`src/rtl/sram_controller.sv`:
```
// Bridges 32-bit pipeline loads/stores onto a 16-bit asynchronous SRAM as two
// halfword accesses, freezing the pipeline (ready=0) until the access completes.
module sram_controller #(
  parameter int WAIT_CYCLES = 2
) (
  input  logic        clk,
  input  logic        rst,
  input  logic        MEM_R_EN,
  input  logic        MEM_W_EN,
  input  logic [31:0] ALU_res,
  input  logic [31:0] ST_val,
  output logic [31:0] mem_out,
  output logic        ready,
  output logic [17:0] sram_addr,
  output logic [15:0] sram_dq_out,
  input  logic [15:0] sram_dq_in,
  output logic        sram_dq_oe,
  output logic        sram_we_n
);

  typedef enum logic [2:0] {IDLE, RD_LO, RD_HI, WR_LO, WR_HI, DONE} state_t;

  localparam logic [3:0] LAST_CNT = 4'(WAIT_CYCLES - 1);

  state_t      state_q, state_d;
  logic [3:0]  cnt_q, cnt_d;
  logic [16:0] addr_q, addr_d;
  logic [31:0] data_q, data_d;
  logic [31:0] mem_out_q, mem_out_d;
  logic [31:0] eff;
  logic        last_cycle;
  logic        unused_eff;

  // SRAM window starts at byte address 1024; the byte offset within a word is dropped.
  assign eff        = ALU_res - 32'd1024;
  assign unused_eff = ^{eff[31:19], eff[1:0]};
  assign last_cycle = (cnt_q == LAST_CNT);
  assign mem_out    = mem_out_q;

  always_ff @(posedge clk or posedge rst) begin
    if (rst) begin
      state_q   <= IDLE;
      cnt_q     <= 4'd0;
      addr_q    <= 17'd0;
      data_q    <= 32'd0;
      mem_out_q <= 32'd0;
    end else begin
      state_q   <= state_d;
      cnt_q     <= cnt_d;
      addr_q    <= addr_d;
      data_q    <= data_d;
      mem_out_q <= mem_out_d;
    end
  end

  always_comb begin
    state_d   = state_q;
    cnt_d     = cnt_q;
    addr_d    = addr_q;
    data_d    = data_q;
    mem_out_d = mem_out_q;
    case (state_q)
      IDLE: begin
        cnt_d = 4'd0;
        if (MEM_W_EN) begin
          state_d = WR_LO;
          addr_d  = eff[18:2];
          data_d  = ST_val;
        end else if (MEM_R_EN) begin
          state_d = RD_LO;
          addr_d  = eff[18:2];
        end
      end
      RD_LO, RD_HI, WR_LO, WR_HI: begin
        if (last_cycle) begin
          cnt_d = 4'd0;
          case (state_q)
            RD_LO: begin
              state_d         = RD_HI;
              mem_out_d[15:0] = sram_dq_in;
            end
            RD_HI: begin
              state_d          = DONE;
              mem_out_d[31:16] = sram_dq_in;
            end
            WR_LO:   state_d = WR_HI;
            default: state_d = DONE;
          endcase
        end else begin
          cnt_d = cnt_q + 4'd1;
        end
      end
      // DONE always returns to IDLE so a request still held high is not re-issued.
      default: state_d = IDLE;
    endcase
  end

  always_comb begin
    ready       = 1'b0;
    sram_addr   = 18'd0;
    sram_dq_out = 16'd0;
    sram_dq_oe  = 1'b0;
    sram_we_n   = 1'b1;
    case (state_q)
      IDLE:  ready = ~(MEM_W_EN | MEM_R_EN);
      DONE:  ready = 1'b1;
      RD_LO: sram_addr = {addr_q, 1'b0};
      RD_HI: sram_addr = {addr_q, 1'b1};
      WR_LO: begin
        sram_addr   = {addr_q, 1'b0};
        sram_dq_out = data_q[15:0];
        sram_dq_oe  = 1'b1;
        sram_we_n   = 1'b0;
      end
      WR_HI: begin
        sram_addr   = {addr_q, 1'b1};
        sram_dq_out = data_q[31:16];
        sram_dq_oe  = 1'b1;
        sram_we_n   = 1'b0;
      end
      default: ready = 1'b0;
    endcase
  end

endmodule

```
`config.mk`:
```
export PLATFORM = sky130hd
export DESIGN_NAME = sram_controller
export DESIGN_NICKNAME = d
export VERILOG_FILES = /design/src/rtl/sram_controller.sv
export SDC_FILE = /design/constraint.sdc
export NUM_CORES = 1
export LEC_CHECK = 0
export ABC_AREA = 1
export BUFFER_PORTS_ARGS = -buffer_cell sky130_fd_sc_hd__clkbuf_2
export CORE_ASPECT_RATIO = 0.8
export CORE_MARGIN = 2
export CORE_UTILIZATION = 50
export CTS_CLUSTER_SIZE = 16
export DETAILED_ROUTE_END_ITERATION = 8
export PLACE_DENSITY = 0.81
export SYNTH_ARGS = -nofsm -noshare
export SYNTH_HDL_FRONTEND = slang
export SYNTH_SLANG_ARGS = --single-unit
```
`constraint.sdc`:
```
create_clock -name clk -period 2.7 [get_ports clk]
set_input_delay 0.135 -clock clk [delete_from_list [all_inputs] [get_ports clk]]
set_output_delay 0.135 -clock clk [all_outputs]
set_load 0.05 [all_outputs]
```
======== Word level (Yosys, flattened, before mapping) ========
Index checks and enable logic that the tools add are counted.
storage, ports and cells
  input bits .............................. 84
  output and inout port bits .............. 69
  register bits after elaboration ......... 88
  word-level logic and storage cells ...... 44
cells by class
  bitwise gates (word level) .............. 2
  equal/unequal tests ..................... 8
  $add $sub $neg .......................... 2
  reduce and logical (&&, ||, !) cells .... 12
  muxes and demuxes ....................... 14
operator list
  cell                                                 count
  case mux 18 bit (2 select lines)                     1
  2-to-1 mux 17 bit                                    2
  case mux 16 bit (2 select lines)                     1
  subtractor 19 x 11 -> 19 bit, second input constant  1
  case mux 3 bit (2 select lines)                      2
  2-to-1 mux 3 bit                                     3
  case mux 4 bit (2 select lines)                      1
  == test 3 x 2 -> 1 bit, second input constant        2
  == test 3 bit, second input constant                 2
  AND reduction 2 bit                                  3
  AND reduction 3 bit                                  2
  OR reduction 2 bit                                   3
  adder 4 x 1 -> 4 bit, second input constant          1
  == test 4 x 1 -> 1 bit, second input constant        1
  2-to-1 mux 4 bit                                     1
  nonzero test 2 bit                                   2
  OR reduction 4 bit                                   1
  == test 3 x 1 -> 1 bit, second input constant        1
  zero test 3 bit                                      1
  inequality test 3 bit, second input constant         1
  2-to-1 mux 1 bit                                     2
  inequality test 2 bit, second input constant         1
  case mux 1 bit (2 select lines)                      1
  inverter 1 bit                                       1
  bitwise OR 1 bit                                     1

======== Logic depth before layout (Yosys ltp) ========
  depth after elaboration ................. 4
  mapped depth ............................ 9
  depth with buffers taken out ............ 9

======== Least setup slack after synthesis ========
No wires, ideal clock.
  path kind ............................... register -> output
  start point ............................. reg state_q[1]
  end point ............................... out sram_addr[11]
  slack ................................... 448 ps
  cell stages (with the launch flop) ...... 9
  arrival time ............................ 2117 ps
  buffers on the path ..................... 3
  required time ........................... 2565 ps
  cells stage by stage .................... dfrtp_1 buf_2 nor2_2 buf_4 nand2_1 nand2_1 nor2_4 buf_6 nor2_1
on the way
  word-level cells in the longest chain between the ends .. 3
  elaborated cells on any way between the ends .. 7
  classes of those cells .................. eq/ne: 4; mux: 1; reduce/logical: 2
RTL lines
  item                                                  line  source
  from (decl)                                           25    state_t state_q, state_d;
  from (signal assigned)                                48    state_q <= state_d;
  == test 3 x 2 -> 1 bit, or another cell as far along  104   case (state_q)
  OR reduction 2 bit (no line)                          -
  case mux 18 bit (2 select lines) (*)                  104
  to (decl)                                             14    output logic [17:0] sram_addr,
Every way passes the cells marked *; elsewhere a longest branch is shown, timed or not.

======== Worst setup path in the final report ========
  start point ............................. reg state_q[2]
  end point ............................... out sram_dq_out[11]
on the way
  word-level cells in the longest chain between the ends .. 2
  elaborated cells on any way between the ends .. 3
  classes of those cells .................. eq/ne: 2; mux: 1
RTL lines
  item                                                     line  source
  == test 3 bit or == test 3 x 2 -> 1 bit (tied branches)  104
  case mux 16 bit (2 select lines) (*)                     104
  to (decl)                                                15    output logic [15:0] sram_dq_out,
Marked as above.

==> metrics.log <==
INFO  metric cpMaxStageDelayCell = sky130_fd_sc_hd__nand3_1
INFO  metric synthesis.nets = 578
INFO  metric comb_power_share = 56.2%
INFO  metric syn_to_final_growth = 23.1%
INFO  metric placedInstanceArea = 0.00487 mm²
INFO  metric detail_route.first_pass.iterations = 4
INFO  metric post-dp-hpwl = 6.32 mm
INFO  metric maximum_number_of_pins_on_one_net_before_global_route_repair = 89
INFO  metric gp_congestion = 0.827
INFO  metric regToRegStartpoint = state_q[1]
INFO  metric seq_power_share = 31.8%
INFO  metric routed-via-count = 3512
INFO  metric setup_tns = 0 ns
INFO  metric drive_above_1_share = 30.6%
INFO  metric cell_internal_pwr = 3.26 mW
INFO  metric finalSetupViolations = 0
INFO  metric worst_path_dominant_cell_family = buffers and inverters
INFO  metric timing.reg2reg.setup_slack = 1.03 ns
INFO  metric total_stage_count_of_the_critical_path = 4
INFO  metric timing.final.ws_setup = 0.500 ns
INFO  metric floorplan.die.width = 106 µm
INFO  metric crit_path_max_incr_delay = 0.44 ns
INFO  metric fp.dieArea = 0.00909 mm²
INFO  metric netlist.top_cell.by_area = sky130_fd_sc_hd__dfrtp_1
INFO  metric criticalPathCategory = reg -> out
INFO  metric path_buf_inv = 2
INFO  metric share_of_power_burned_in_the_clock_network = 12.0%
INFO  metric net_switching_share_of_the_total_power = 54.0%
INFO  metric timing.reg2reg.worst_path_depth = 7
INFO  metric hp-class = in -> reg
INFO  metric cts_tree = done
INFO  metric top_level_ports = 153
INFO  metric fmax = 454 MHz
INFO  metric cell_chain_critical_path = inv_2, nand3_1, o21ai_0, clkbuf_2
INFO  metric drt_wl_total = 8.98 mm
INFO  metric cts_buffer_depth = 2
INFO  metric worst_clock_skew = 0.00778 ns
INFO  metric synth-edff-count = 0
INFO  metric tightestPinTransition = 0.601 ns
INFO  metric critical_path.endpoint = sram_dq_out[11]
INFO  metric tritoncts.num_buffers = 9
INFO  metric rsz0062_at_grt = false
INFO  metric status = finished clean
INFO  metric worst_ir_drop_vdd = 0.614 mV
INFO  metric setup.worst_path.end_class = output port
INFO  metric clock_transition_at_the_register_clock_pins_on_the_worst_setup_and_hold_paths_after_cts = 0.09 ns
INFO  metric place_worst_setup_slack = 0.888 ns
INFO  metric start_point_of_the_critical_path = state_q[2]
INFO  metric design_area = 0.00513 mm²
INFO  metric overflow = 0
INFO  metric timing.critical_path.arrival = 2.07 ns
INFO  metric start_util = 52.0%
INFO  metric p_switching = 3.83 mW
INFO  metric hold_violations = 0
INFO  metric worst_hold_path.num_cells = 3
INFO  metric most-common-layout-cells = 137 x sky130_fd_sc_hd__clkbuf_2, 94 x sky130_fd_sc_hd__nand2_1, 88 x sky130_fd_sc_hd__dfrtp_1
INFO  metric lkg_pwr = 2.86 nW
INFO  metric grt_antenna_before_repair = 0
INFO  metric input_output_buffers = 137
INFO  metric ctsRootBufferMaster = sky130_fd_sc_hd__clkbuf_8
INFO  metric netlist_top_cells_area = sky130_fd_sc_hd__dfrtp_1 53%, sky130_fd_sc_hd__nand2_1 8.5%, sky130_fd_sc_hd__inv_1 7.8%
INFO  metric post_drt_wl_per_cell = 12.1 µm
INFO  metric postSynthRegisterBits = 88
INFO  metric seq_total_area_yosys = 52.8%
INFO  metric placementRows = 29
INFO  metric synthesis.area = 0.00417 mm²
INFO  metric max-cap-violations = 0
INFO  metric finalCritPeriodShare = 81.5%
INFO  metric synth-warning-count = 0
INFO  metric synth.distinct_cells = 28
INFO  metric cts_num_sinks = 88
INFO  metric die_h = 85.7 µm
INFO  metric drt-vias-per-instance = 4.73
INFO  metric route.antenna.remaining_nets = 0
INFO  metric timing.rr.end = state_q[1]
INFO  metric syn_inst = 491
INFO  metric number_of_global_route_vias_before_repair = 3363
INFO  metric finalWorstPathRequiredPeriod = 2.20 ns
INFO  metric drt_drc_violations_left = 0
INFO  metric final_nets = 716
INFO  metric synth_top_cell_area_share = 52.8%
INFO  metric clkLatencyLatePin = 0.35 ns
INFO  metric layout_commonest_cell = sky130_fd_sc_hd__clkbuf_2
INFO  metric htree_num_levels = 3
INFO  metric antennaDiodeCount = 0
INFO  metric grt_util_all_layers = 20.6%
INFO  metric power.density_cell_area = 1380 mW/mm²
INFO  metric dr.first_iter.drc_count = 233
INFO  metric synth-main-ff-cell = sky130_fd_sc_hd__dfrtp_1
INFO  metric core_box_area = 0.00802 mm²
INFO  metric cts_setup_buffers = 0
INFO  metric wire_length_of_the_first_global_routing_pass = 15.1 mm
INFO  metric synth_area_per_cell = 8.49 µm²
INFO  metric required = 2.57 ns
INFO  metric report.final.slew_viol_count = 0
INFO  metric timing.slew.headroom = 59.8%
INFO  metric path_max_fanout = 17
INFO  metric ys_async_sr_fraction = 100%
INFO  metric crit_path_start_kind = flip-flop
## cell type report
class                      count  area, µm²
sequential                    88       2200
inverter                      90        339
clock buffer                  11        151
fill                         702       2890
clock inverter                 5       38.8
multi-input combinational    289       1450
timing repair buffer         151        821
tap                          108        135
## through the flow
stage | cells | hold slack, ns | utilization [%] | power [mW]
after floorplan | 491 | 0.256 | - | 5.44
after global placement | 719 | 0.257 | 60.8 | 6.15
after detailed placement | 719 | 0.260 | 60.8 | 6.28
after CTS | 742 | 0.000444 | 64.0 | 7.16
after global routing | 742 | 0.00129 | 64.0 | 7.57
final | 742 | 0.0197 | 64.0 | 7.09
## synth_stat cells (2+ instances only)
| library cell | count |
|---|---|
| sky130_fd_sc_hd__nand3_2 | 2 |
| sky130_fd_sc_hd__nand2_1 | 94 |
| sky130_fd_sc_hd__inv_1 | 87 |
| sky130_fd_sc_hd__o21ai_1 | 10 |
| sky130_fd_sc_hd__ha_1 | 3 |
| sky130_fd_sc_hd__buf_2 | 10 |
| sky130_fd_sc_hd__buf_4 | 3 |
| sky130_fd_sc_hd__dfrtp_1 | 88 |
| sky130_fd_sc_hd__or2_1 | 2 |
| sky130_fd_sc_hd__o21ai_2 | 25 |
| sky130_fd_sc_hd__inv_2 | 2 |
| sky130_fd_sc_hd__nand3_1 | 33 |
| sky130_fd_sc_hd__nor3_1 | 2 |
| sky130_fd_sc_hd__xor2_1 | 3 |
| sky130_fd_sc_hd__o21ai_0 | 49 |
| sky130_fd_sc_hd__buf_6 | 9 |
| sky130_fd_sc_hd__a21oi_1 | 17 |
| sky130_fd_sc_hd__nor2_1 | 41 |
| sky130_fd_sc_hd__nor2_2 | 2 |
## flip-flops by register name, indices dropped and copies added, names as in the netlist
| register | flops |
|---|---|
| cnt_q | 4 |
| data_q | 32 |
| state_q | 3 |
| mem_out | 32 |
| addr_q | 17 |
## per-layer routing
metal	vias to the layer above	part of all wire, %	routed length [µm]	global-route usage, %
met5	-	0	0	0
met4	0	0.91	82	4.43
met3	6	5.3	479	6.16
met2	106	47	4240	34.0
met1	1599	46	4180	27.2
li1	1801	-	-	-
## repair_timing
item | CTS | global route
endpoints found under the hold margin | 94 | 0
resized for setup | 0 | 0
hold buffers | 7 | 0
setup endpoints to repair | 0 | 0
## logic make-up after synthesis
kind of cell,after synthesis,synth area share (%)
xor+xnor,4,0.840
compound gates,103,14.7
buf+inv,114,12.5
flops,88,52.8
fa+ha+maj,3,0.900
simple gates,179,18.2
## worst min-delay path by stage
stage,startpoint,end,slack [ns]
after floorplan,ALU_res[2],addr_q[0],0.26
after global placement,rst,mem_out[29],0.26
after detailed placement,rst,mem_out[13],0.26
after CTS,ST_val[16],data_q[16],0.0004
after global routing,ST_val[16],data_q[16],0.001
final,ST_val[24],data_q[24],0.02
## worst reg2reg max path, stage by stage, from the launching register on
cell,delay (ns)
sky130_fd_sc_hd__dfrtp_1,0.49
sky130_fd_sc_hd__nor2_2,0.06
sky130_fd_sc_hd__buf_4,0.21
sky130_fd_sc_hd__nand3_2,0.07
sky130_fd_sc_hd__buf_4,0.47
sky130_fd_sc_hd__nand2_1,0.11
sky130_fd_sc_hd__nand3_1,0.10
sky130_fd_sc_hd__nand2_1,0.06
## power by group through the flow
stage,sequential [mW],combinational (mW),clock [mW]
final,2.26,3.99,0.854
after global routing,2.33,4.29,0.944
after CTS,2.26,4.01,0.885
after detailed placement,2.28,4.00,0
after global placement,2.25,3.90,0
after floorplan,3.06,2.38,0
Note: power is estimated with default switching activity, not from simulation.
